## src/rtl/mult_seq_if.sv

```systemverilog
// Operand/opcode bus between the multiplier sequencer and an external alu32.
// The sequencer drives a/b/op; the ALU answers combinationally in the same cycle.
interface mult_seq_if #(
  parameter int WIDTH = 32
);
  logic [WIDTH-1:0] alu_a;
  logic [WIDTH-1:0] alu_b;
  logic [2:0]       alu_op;
  logic [WIDTH-1:0] alu_result;
  logic             alu_zero;

  modport master (
    output alu_a, alu_b, alu_op,
    input  alu_result, alu_zero
  );

  modport slave (
    input  alu_a, alu_b, alu_op,
    output alu_result, alu_zero
  );
endinterface

```

## src/rtl/mult_seq.sv

```systemverilog
// Shift-add unsigned multiplier (low WIDTH bits) that borrows an external alu32
// for the bit test (AND) and accumulation (ADD); this block only sequences and shifts.
module mult_seq #(
  parameter int WIDTH = 32
) (
  input  logic             clk,
  input  logic             rst_n,
  input  logic             start,
  input  logic [WIDTH-1:0] op_a,
  input  logic [WIDTH-1:0] op_b,
  output logic             busy,
  output logic             done,
  output logic [WIDTH-1:0] product,
  output logic [2:0]       dbg_state,
  mult_seq_if.master       alu
);

  // Request handshake: start is sampled only in IDLE and is otherwise dropped
  // (no queuing); operands are captured on that accepting edge. busy is high
  // while working, done pulses for one cycle with product already valid.

  typedef enum logic [2:0] {
    S_IDLE  = 3'd0,
    S_CHECK = 3'd1,
    S_ADD   = 3'd2,
    S_SHIFT = 3'd3,
    S_DONE  = 3'd4
  } state_t;

  localparam logic [2:0] OP_AND = 3'b000;
  localparam logic [2:0] OP_ADD = 3'b010;

  state_t           state, state_nxt;
  logic [WIDTH-1:0] mcand, mplier, acc;
  logic             mplier_last;

  // True when the multiplier has no set bits left after this shift.
  assign mplier_last = (mplier[WIDTH-1:1] == '0);
  assign dbg_state   = state;

  always_ff @(posedge clk or negedge rst_n) begin
    if (!rst_n) state <= S_IDLE;
    else        state <= state_nxt;
  end

  always_comb begin
    state_nxt = state;
    case (state)
      S_IDLE:  if (start) state_nxt = (op_b == '0) ? S_DONE : S_CHECK;
      S_CHECK: state_nxt = alu.alu_zero ? S_SHIFT : S_ADD;
      S_ADD:   state_nxt = S_SHIFT;
      S_SHIFT: state_nxt = mplier_last ? S_DONE : S_CHECK;
      S_DONE:  state_nxt = S_IDLE;
      default: state_nxt = S_IDLE;
    endcase
  end

  always_comb begin
    busy       = 1'b0;
    done       = 1'b0;
    alu.alu_a  = '0;
    alu.alu_b  = '0;
    alu.alu_op = OP_AND;
    case (state)
      S_CHECK: begin
        busy       = 1'b1;
        alu.alu_a  = mplier;
        alu.alu_b  = WIDTH'(1);
        alu.alu_op = OP_AND;
      end
      S_ADD: begin
        busy       = 1'b1;
        alu.alu_a  = acc;
        alu.alu_b  = mcand;
        alu.alu_op = OP_ADD;
      end
      S_SHIFT: busy = 1'b1;
      S_DONE:  done = 1'b1;
      default: ;
    endcase
  end

  // Datapath registers; product only changes on an edge that enters DONE.
  always_ff @(posedge clk or negedge rst_n) begin
    if (!rst_n) begin
      mcand   <= '0;
      mplier  <= '0;
      acc     <= '0;
      product <= '0;
    end else begin
      case (state)
        S_IDLE: if (start) begin
          mcand  <= op_a;
          mplier <= op_b;
          acc    <= '0;
          if (op_b == '0) product <= '0;
        end
        S_ADD: acc <= alu.alu_result;
        S_SHIFT: begin
          mcand  <= mcand << 1;
          mplier <= mplier >> 1;
          if (mplier_last) product <= acc;
        end
        default: ;
      endcase
    end
  end

endmodule
```

## src/flat_wrapper.sv

```systemverilog
// flat-port wrapper written by rule: the top's interface ports become plain ports
module mult_seq_flat 
#(
  parameter int WIDTH = 32
)
  (clk, rst_n, start, op_a, op_b, busy, done, product, dbg_state, alu_alu_a, alu_alu_b, alu_alu_op, alu_alu_result, alu_alu_zero);
  mult_seq_if #(.WIDTH(WIDTH)) alu_i ();
  input  logic clk;
  input  logic rst_n;
  input  logic start;
  input  logic [WIDTH-1:0] op_a;
  input  logic [WIDTH-1:0] op_b;
  output logic busy;
  output logic done;
  output logic [WIDTH-1:0] product;
  output logic [2:0] dbg_state;
  output wire logic [$bits(alu_i.alu_a)-1:0] alu_alu_a;
  output wire logic [$bits(alu_i.alu_b)-1:0] alu_alu_b;
  output wire logic [$bits(alu_i.alu_op)-1:0] alu_alu_op;
  input wire logic [$bits(alu_i.alu_result)-1:0] alu_alu_result;
  input wire logic [$bits(alu_i.alu_zero)-1:0] alu_alu_zero;
  assign alu_alu_a = alu_i.alu_a;
  assign alu_alu_b = alu_i.alu_b;
  assign alu_alu_op = alu_i.alu_op;
  assign alu_i.alu_result = alu_alu_result;
  assign alu_i.alu_zero = alu_alu_zero;
  mult_seq #(.WIDTH(WIDTH)) u_core (.clk(clk), .rst_n(rst_n), .start(start), .op_a(op_a), .op_b(op_b), .busy(busy), .done(done), .product(product), .dbg_state(dbg_state), .alu(alu_i));
endmodule
```

## config.mk

```make
export PLATFORM = sky130hd
export DESIGN_NAME = mult_seq_flat
export DESIGN_NICKNAME = d
export VERILOG_FILES = /design/src/rtl/mult_seq_if.sv /design/src/rtl/mult_seq.sv /design/src/flat_wrapper.sv
export SDC_FILE = /design/constraint.sdc
export NUM_CORES = 1
export LEC_CHECK = 0
export CAP_MARGIN = 5
export CORE_MARGIN = 2
export CORE_UTILIZATION = 26
export DETAILED_ROUTE_END_ITERATION = 12
export PLACE_DENSITY_LB_ADDON = 0.1
export SETUP_SLACK_MARGIN = 0.4
export SLEW_MARGIN = 20
export SYNTH_ARGS = -nofsm -noshare
export SYNTH_HDL_FRONTEND = slang
export SYNTH_SLANG_ARGS = --single-unit
```

## constraint.sdc

```tcl
create_clock -name clk -period 4.2 [get_ports clk]
set_input_delay 0.84 -clock clk [delete_from_list [all_inputs] [get_ports clk]]
set_output_delay 0.84 -clock clk [all_outputs]
set_load 0.01 [all_outputs]
```

* Word-level counts from Yosys, hierarchy flattened
Index checks and enable logic that the tools add are counted.
** Word-level totals
- Register bits after elaboration :: 131
- Bits in latches :: 0
- Bits in writable memories :: 0
- Memory bits (read-only) :: 0
- Input bits :: 100
- Output and inout bits :: 104
- Logic and storage cells :: 41
- Memories :: 0
** Cells by class
- Add/subtract/negate cells :: 0
- Multiply operators :: 0
- Div/mod/pow operators :: 0
- Magnitude comparators :: 0
- Equality and inequality tests :: 7
- Shift operators :: 0
- Mux-type cells :: 20
- Bitwise logic cells :: 0
- Reduce and logical (&&, ||, !) cells :: 9
** Operator list (count)
- case mux 32 bit (2 select lines) :: 6
- 2-to-1 mux 32 bit :: 6
- logical NOT 32 bit :: 1
- logical NOT 31 bit :: 1
- case mux 3 bit (4 select lines) :: 1
- 2-to-1 mux 3 bit :: 3
- == test 3 x 2 -> 1 bit (second input constant) :: 2
- inequality test 2 x 1 -> 1 bit (second input constant) :: 2
- AND reduction 2 bit :: 2
- AND reduction 4 bit :: 1
- nonzero test 2 bit :: 2
- == test 3 x 1 -> 1 bit (second input constant) :: 1
- == test 3 bit (second input constant) :: 1
- logical NOT 3 bit :: 1
- 2-to-1 mux 1 bit :: 3
- OR reduction 3 bit :: 1
- 2-to-1 mux 2 bit :: 1
- inequality test 2 bit (second input constant) :: 1

* Logic depth before layout (Yosys ltp)
Gate-level depths: netlist of run 1.
- Depth in word-level cells :: 4
- Depth in mapped cells :: 7
- Mapped depth without buffers :: 5

* Worst setup path after synthesis of run 1
No wires, ideal clock.
- Kind :: register to output
- Start :: reg u_core.state[1] (netlist: u_core.dbg_state[1])
- End :: out alu_alu_a[13]
- Data arrival time :: 1.510 ns
- Required time :: 3.360 ns
- Setup slack :: 1.850 ns
- Stages on the path, launching flop included :: 6
- Buffers on the path :: 3
- Path through :: dfrtp_1 buf_2 nor3b_2 buf_2 buf_1 a22o_1
** Between the ends
- Longest elaborated chain between the ends :: 2
- Elaborated cells between the ends (all ways) :: 3
- Classes of those cells :: eq/ne (2); mux (1)
** Ends and longest elaborated chain
- start: declaration :: RTL line mult_seq.sv:33 : state_t state, state_nxt;
- start signal: assignment :: RTL line mult_seq.sv:43 : else state <= state_nxt;
- == test 3 x 2 -> 1 bit or == test 3 x 1 -> 1 bit (tied branches) :: RTL line mult_seq.sv:64 : case (state)
- case mux 32 bit (2 select lines) (*) :: RTL line mult_seq.sv:64
- end: declaration :: RTL line flat_wrapper.sv:17 : output wire logic [$bits(alu_i.alu_a)-1:0] alu_alu_a;
Mark *: on every way between the ends. The rest lies on a longest branch, timed or not.

* Worst setup path after layout of run 1
- Start :: reg u_core.state[0] (netlist: u_core.dbg_state[0])
- End :: out alu_alu_a[31]
The elaborated chain is that of the path after synthesis.

==> results of run 1 <==
[metal layers]
metal	vias to the layer above	routed length [µm]
li1	2517	-
met5	-	0
met3	18	1300
met2	184	9070
met1	2617	8990
met4	0	382
[power by group through the flow]
stage | registers, W | logic [W] | clock network, W
global route | 0.00221 | 0.00292 | 0.00163
detailed placement | 0.00216 | 0.00263 | 0
global placement | 0.00215 | 0.00262 | 0
CTS | 0.00214 | 0.00265 | 0.00158
finish | 0.00214 | 0.00263 | 0.00154
floorplan | 0.00199 | 0.00155 | 0
[per-stage QoR]
step / hold WS [ns] / util
2_1_floorplan: 0.458 / -
3_5_place_dp: 0.495 / 0.369
3_3_place_gp: 0.476 / 0.369
6_report: 0.500 / 0.398
5_1_grt: 0.518 / 0.398
4_1_cts: 0.508 / 0.396
[placed cells by master, fill, tap and decap left out, types with 2 or more instances in the layout]
| master | synthesis | routed |
|---|---|---|
| a22o_1 | 64 | 64 |
| and2_1 | 32 | 32 |
| buf_4 | 2 | 10 |
| bufinv_16 | 0 | 3 |
| clkbuf_16 | 0 | 17 |
| clkbuf_8 | 0 | 2 |
| clkdlybuf4s50_1 | 0 | 200 |
| clkinv_2 | 0 | 3 |
| clkinv_4 | 0 | 2 |
| clkinvlp_4 | 0 | 2 |
| conb_1 | 1 | 2 |
| dfrtp_1 | 131 | 131 |
| inv_6 | 0 | 2 |
| nand2_1 | 67 | 67 |
| nand3_1 | 4 | 4 |
| nand4_1 | 4 | 4 |
| nor2_1 | 128 | 128 |
| nor3_1 | 2 | 2 |
| nor3_4 | 1 | 2 |
| nor3b_4 | 0 | 2 |
| nor4_1 | 15 | 15 |
| o21ai_0 | 33 | 33 |
| o22ai_1 | 62 | 62 |
[cell families (layout without fill, tap and decap cells)]
| family | after synthesis | in the layout |
|---|---|---|
| multiplexers | 1 | 1 |
| AO/OA/AOI/OAI | 163 | 163 |
| buffers and inverters | 51 | 245 |
| other | 1 | 3 |
| flip-flops | 131 | 131 |
| AND/OR/NAND/NOR | 260 | 260 |
[cells in the mapped netlist (2+ instances only)]
library cell / count / area [µm²]
nor3b_2: 2 / 25.0
buf_6: 3 / 33.8
nand4_1: 4 / 25.0
o22ai_1: 62 / 388
a22o_1: 64 / 561
buf_1: 10 / 37.5
buf_4: 2 / 15.0
nor3_1: 2 / 10.0
dfrtp_1: 131 / 3280
nand2_2: 2 / 12.5
nand3_1: 4 / 20.0
nand2_1: 67 / 251
and2_1: 32 / 200
buf_2: 15 / 75.1
nor2_1: 128 / 480
o21ai_0: 33 / 165
nor4_1: 15 / 93.8
clkbuf_1: 20 / 75.1
[sequential cells by signal, indices dropped and copies added (netlist names)]
signal            flops
u_core.acc           32
u_core.mcand         32
u_core.mplier        32
u_core.product       32
u_core.dbg_state      3
[final cells by class]
class	instances	area, µm²	share of cell area
sequential	131	3280	0.375
multi-input combinational	426	2350	0.270
timing repair buffer	213	2140	0.245
clock buffer	19	453	0.0519
tap	280	350	0.0401
clock inverter	12	155	0.0178
inverter	1	3.75	0.000430
antenna	1	2.50	0.000287
[critical path, stage by stage, from the launching register on]
cell,delay (ns)
dfrtp_1,0.58
nor3b_4,0.61
buf_4,0.34
a22o_1,0.17
clkdlybuf4s50_1,0.57
[worst min path at each step]
stage | cells past startpoint | to
6_report | 1 | u_core.product[31]
5_1_grt | 1 | u_core.product[13]
4_1_cts | 1 | u_core.product[31]
3_5_place_dp | 1 | u_core.product[2]
3_3_place_gp | 2 | u_core.mcand[31]
2_1_floorplan | 2 | u_core.mcand[31]
==> results.sh, run 1 <==
export IMPL_status="complete, no violations"
export IMPL_drive_above_1_share=0.0648
export IMPL_place_area_mm2=0.00810
export IMPL_antenna_left=0
export IMPL_die_x_um=154
export IMPL_synth_cells=607
export IMPL_worstHoldPathType="flop to flop"
export IMPL_drtIter0Drc=357
export IMPL_fin_nets=890
export IMPL_synth_compound_area_frac=0.196
export IMPL_numCtsBuffers=17
export IMPL_intPower_w=0.00392
export IMPL_tightestPinTransition_ns=0.939
export IMPL_ys_warn_count=0
export IMPL_fill_cells=2162
export IMPL_drv_cap=0
export IMPL_dieArea_mm2=0.0237
export IMPL_antenna_found_initial=1
export IMPL_min_period_ns=3.53
export IMPL_ys_flop_type="dfrtp_1"
export IMPL_synth_async_reset_ratio=1.00
export IMPL_drc=0
export IMPL_grt_pass1_vias=5420
export IMPL_cts_setup_buffers=0
export IMPL_setup_worst_path_end="alu_alu_a[31]"
export IMPL_die_y_um=154
export IMPL_synth_edff_count=0
export IMPL_clock_power_share=0.243
export IMPL_synth_top_family_by_area="simple AND/OR/NAND/NOR gates"
export IMPL_pwr_share_comb=0.417
export IMPL_critPathRequiredTime_ns=3.36
export IMPL_final_setup_tns_ns=0
export IMPL_setup_ws_ns=0.667
export IMPL_max_slew_margin_rel=0.374
export IMPL_synth_avg_cell_area_um2=9.62
export IMPL_crit_type="flop to output port"
export IMPL_grt_max_degree=103
export IMPL_pre_cts_slack_ns=0.840
export IMPL_first_pass_iters=5
export IMPL_routed_via_density=4.93
export IMPL_rr_worst_depth=6
export IMPL_design_area_mm2=0.00873
export IMPL_reg2reg_slack_ns=1.66
export IMPL_start_util=0.266
export IMPL_core_mm2=0.0220
export IMPL_synth_mux_area_frac=0.00171
export IMPL_ctsHoldBuffers=0
export IMPL_synth_cell_type_count=29
export IMPL_power_total_w=0.00632
export IMPL_top_usage_layer="met2"
export IMPL_clock_latency_ns=0.41
export IMPL_drv_slew=0
export IMPL_reg2reg_to="u_core.mcand[20]"
export IMPL_p_switching_w=0.00240
export IMPL_path_clk_slew_ns=0.06
export IMPL_dp_cells=1050
export IMPL_synth_xor_area_frac=0
export IMPL_start_kind="flop"
export IMPL_clock_skew_ns=0.00591
export IMPL_cts_num_sinks=131
export IMPL_grt_pass1_wl_um=31200
export IMPL_root_buffer="clkbuf_16"
export IMPL_grt_use_total=0.168
export IMPL_gp_congestion=0.779
export IMPL_top_level_ports=204
export IMPL_maxClockFrequency_ghz=0.283
export IMPL_ys_seq_area_frac=0.562
export IMPL_r2r_start="u_core.dbg_state[1]"
export IMPL_yosys_area_share_simple=0.198
export IMPL_cts_max_level=4
export IMPL_swShare=0.379
export IMPL_rsz0062_at_grt="false"
export IMPL_rows=54
export IMPL_overflow=0
export IMPL_wirelength_um=19700
export IMPL_synth_area_mm2=0.00584
export IMPL_use_met2=0.258
export IMPL_via_count=5336
export IMPL_post_route_period_util=0.841
export IMPL_worstSetupEndpointType="output port"
export IMPL_setup_violations=0
export IMPL_instances_no_fill=1083
export IMPL_p_leak_nw=3.58
export IMPL_cp_max_fo=15
export IMPL_post_cts_resized=0
export IMPL_pwr_share_seq=0.339
export IMPL_cts_buffer_depth=2
export IMPL_use_met3=0.0564
export IMPL_areaGrowthSynthToFinish_pct=49.6
export IMPL_met1_usage=0.222
export IMPL_cts_tree="yes"
export IMPL_hold_start="u_core.product[31]"
export IMPL_synth_fa_ha_area_frac=0
export IMPL_hold_viol_final=0
export IMPL_wl_per_cell_um=18.2
export IMPL_crit_start="u_core.dbg_state[0]"
export IMPL_arrival_ns=2.69
export IMPL_portBuffers=201
export IMPL_ir_drop_v=0.000325
export IMPL_place_hpwl_um=13200
export IMPL_p_per_area_mw_per_mm2=723
export IMPL_synth_seq_cells=131
Note: power is estimated with default switching activity, not from simulation.
==> run 2: changes to the inputs <==
Clock period 4.2 ns to 3.1 ns, I/O delays scaled along.
==> run 2 against run 1 <==
Non-clock buffer count is 16 higher. Clock skew up 0.0066 ns. Flip-flop and latch count did not move. Setup slack got worse by 0.32 ns. Highest routed layer unchanged.
==> results.sh, run 2 (same netlist as run 1, synthesis figures left out) <==
export IMPL_status="complete, no violations"
export IMPL_start_util=0.266
export IMPL_drv_cap=0
export IMPL_cts_tree="yes"
export IMPL_worstSetupEndpointType="output port"
export IMPL_path_clk_slew_ns=0.06
export IMPL_core_mm2=0.0220
export IMPL_via_count=5440
export IMPL_hold_ws_ns=0.212
export IMPL_pwr_share_seq=0.325
export IMPL_cts_num_sinks=131
export IMPL_p_leak_nw=4.34
export IMPL_top_level_ports=204
export IMPL_cts_buffer_depth=2
export IMPL_p_per_area_mw_per_mm2=975
export IMPL_setup_violations=0
export IMPL_die_x_um=154
export IMPL_gp_congestion=0.802
export IMPL_fin_nets=906
export IMPL_design_area_mm2=0.00910
export IMPL_reg2reg_slack_ns=0.84
export IMPL_root_buffer="clkbuf_16"
export IMPL_areaGrowthSynthToFinish_pct=55.9
export IMPL_final_setup_tns_ns=0
export IMPL_worstPathCellList="nor3b_4, buf_4, buf_12, a22o_1, clkdlybuf4s50_1"
export IMPL_routed_via_density=4.95
export IMPL_hold_viol_final=0
export IMPL_drc=0
export IMPL_ctsHoldBuffers=0
export IMPL_wl_per_cell_um=19.6
export IMPL_p_switching_w=0.00340
export IMPL_min_period_ns=2.76
export IMPL_first_pass_iters=4
export IMPL_power_total_w=0.00887
export IMPL_worstHoldPathType="input port to async pin"
export IMPL_wirelength_um=21600
export IMPL_clock_skew_ns=0.0125
export IMPL_rsz0062_at_grt="true"
export IMPL_critPathRequiredTime_ns=2.48
export IMPL_intPower_w=0.00548
export IMPL_numCtsBuffers=17
export IMPL_arrival_ns=2.14
export IMPL_die_y_um=154
export IMPL_max_slew_margin_rel=0.509
export IMPL_overflow=0
export IMPL_ir_drop_v=0.000459
export IMPL_crit_type="flop to output port"
export IMPL_dieArea_mm2=0.0237
export IMPL_start_kind="flop"
export IMPL_clock_latency_ns=0.42
export IMPL_place_area_mm2=0.00817
export IMPL_portBuffers=201
export IMPL_maxClockFrequency_ghz=0.363
export IMPL_final_cell_mix="clkdlybuf4s50_1 (148), nor2_1 (128), dfrtp_1 (128), nand2_1 (67), a22o_1 (64)"
export IMPL_grt_use_total=0.184
export IMPL_reg2reg_to="u_core.product[5]"
export IMPL_critPathMaxStageDelay_ns=0.52
export IMPL_multiInputGateArea_mm2=0.00235
export IMPL_fill_cells=2144
export IMPL_r2r_start="u_core.mplier[28]"
export IMPL_grt_pass1_vias=5705
export IMPL_clock_power_share=0.236
export IMPL_pwr_share_comb=0.440
export IMPL_cts_max_level=4
export IMPL_seqCellArea_mm2=0.00328
export IMPL_tightestPinTransition_ns=0.737
export IMPL_post_route_period_util=0.889
export IMPL_crit_path_top_delay_cell="clkdlybuf4s50_1"
export IMPL_cp_max_fo=23
export IMPL_rr_worst_depth=6
export IMPL_critPathTopFamily="buffers and inverters"
export IMPL_place_hpwl_um=13400
export IMPL_antenna_left=0
export IMPL_path_buf_inv=3
export IMPL_grt_max_degree=97
export IMPL_drive_above_1_share=0.0867
export IMPL_rows=54
export IMPL_grt_pass1_wl_um=33500
export IMPL_mostFrequentLayoutCell="clkdlybuf4s50_1"
export IMPL_antenna_found_initial=1
export IMPL_drtIter0Drc=284
export IMPL_drv_slew=0
export IMPL_swShare=0.383
-- run 2: cell count changes in the layout (fill, tap and decap cells not counted), moves of 3 or more --
cell	before	now
buf_12	1	5
buf_4	10	15
bufbuf_16	0	3
clkdlybuf4s50_1	200	148
dfrtp_1	131	128
dfrtp_2	0	3
dlygate4sd2_1	0	18
dlymetal6s2s_1	0	34
-- run 2: what timing repair did --
| item | in CTS | in global routing |
|---|---|---|
| setup endpoints to repair | 65 | 46 |
| pin swaps | 1 | 0 |
| cloned | 5 | 1 |
| gates resized for setup | 25 | 35 |
| setup buffers | 7 | 1 |
-- run 2: worst max path at each step --
stage | startpoint | to | slack (ns) | cells after the start
global route | u_core.dbg_state[2] | alu_alu_a[29] | 0.24 | 5
detailed placement | op_b[0] | u_core.product[5] | 0.25 | 8
CTS | u_core.dbg_state[2] | alu_alu_a[26] | 0.28 | 5
finish | u_core.dbg_state[2] | alu_alu_a[16] | 0.34 | 5
global placement | op_b[5] | u_core.product[7] | 0.24 | 7
floorplan | u_core.dbg_state[1] | alu_alu_a[13] | 0.97 | 5
-- run 2: per-stage QoR --
stage | worst slack (ns) | instances | utilization
6_report | 0.343 | 1100 | 0.414
2_1_floorplan | 0.970 | 608 | -
3_3_place_gp | 0.237 | 1053 | 0.372
4_1_cts | 0.280 | 1097 | 0.409
5_1_grt | 0.243 | 1100 | 0.414
3_5_place_dp | 0.252 | 1053 | 0.372
-- run 2: power groups by stage --
stage	Sequential, W	Combinational, W	Clock (W)
final	0.00288	0.00390	0.00209
after global routing	0.00297	0.00428	0.00222
after CTS	0.00288	0.00396	0.00214
after detailed placement	0.00292	0.00363	0
after global placement	0.00291	0.00361	0
after floorplan	0.00270	0.00209	0
-- run 2: area by class of cell --
| class | count | share of cell area |
|---|---|---|
| Sequential cell | 131 | 0.361 |
| Inverter | 1 | 0.000413 |
| Timing Repair Buffer | 229 | 0.274 |
| Clock inverter | 12 | 0.0171 |
| Tap cell | 280 | 0.0385 |
| Multi-Input combinational cell | 426 | 0.259 |
| Antenna cell | 1 | 0.000275 |
| Clock buffer | 20 | 0.0502 |
-- run 2: routing by layer --
layer / routed length, µm / share of wire / vias to the layer above / global-route usage
met5: 0 / 0 / - / 0
met4: 189 / 0.0088 / 0 / 0.0481
met3: 1500 / 0.070 / 16 / 0.0530
met2: 10400 / 0.48 / 213 / 0.299
met1: 9550 / 0.44 / 2653 / 0.240
li1: - / - / 2558 / -
-- run 2: worst reg2reg max path, delay by kind of cell (launching register included) --
family / cells / cell delay, ns
DFF: 1 / 0.43
buffers and inverters: 1 / 0.24
and+or+nand+nor: 3 / 1.10
AOI/OAI and AO/OA: 2 / 0.36
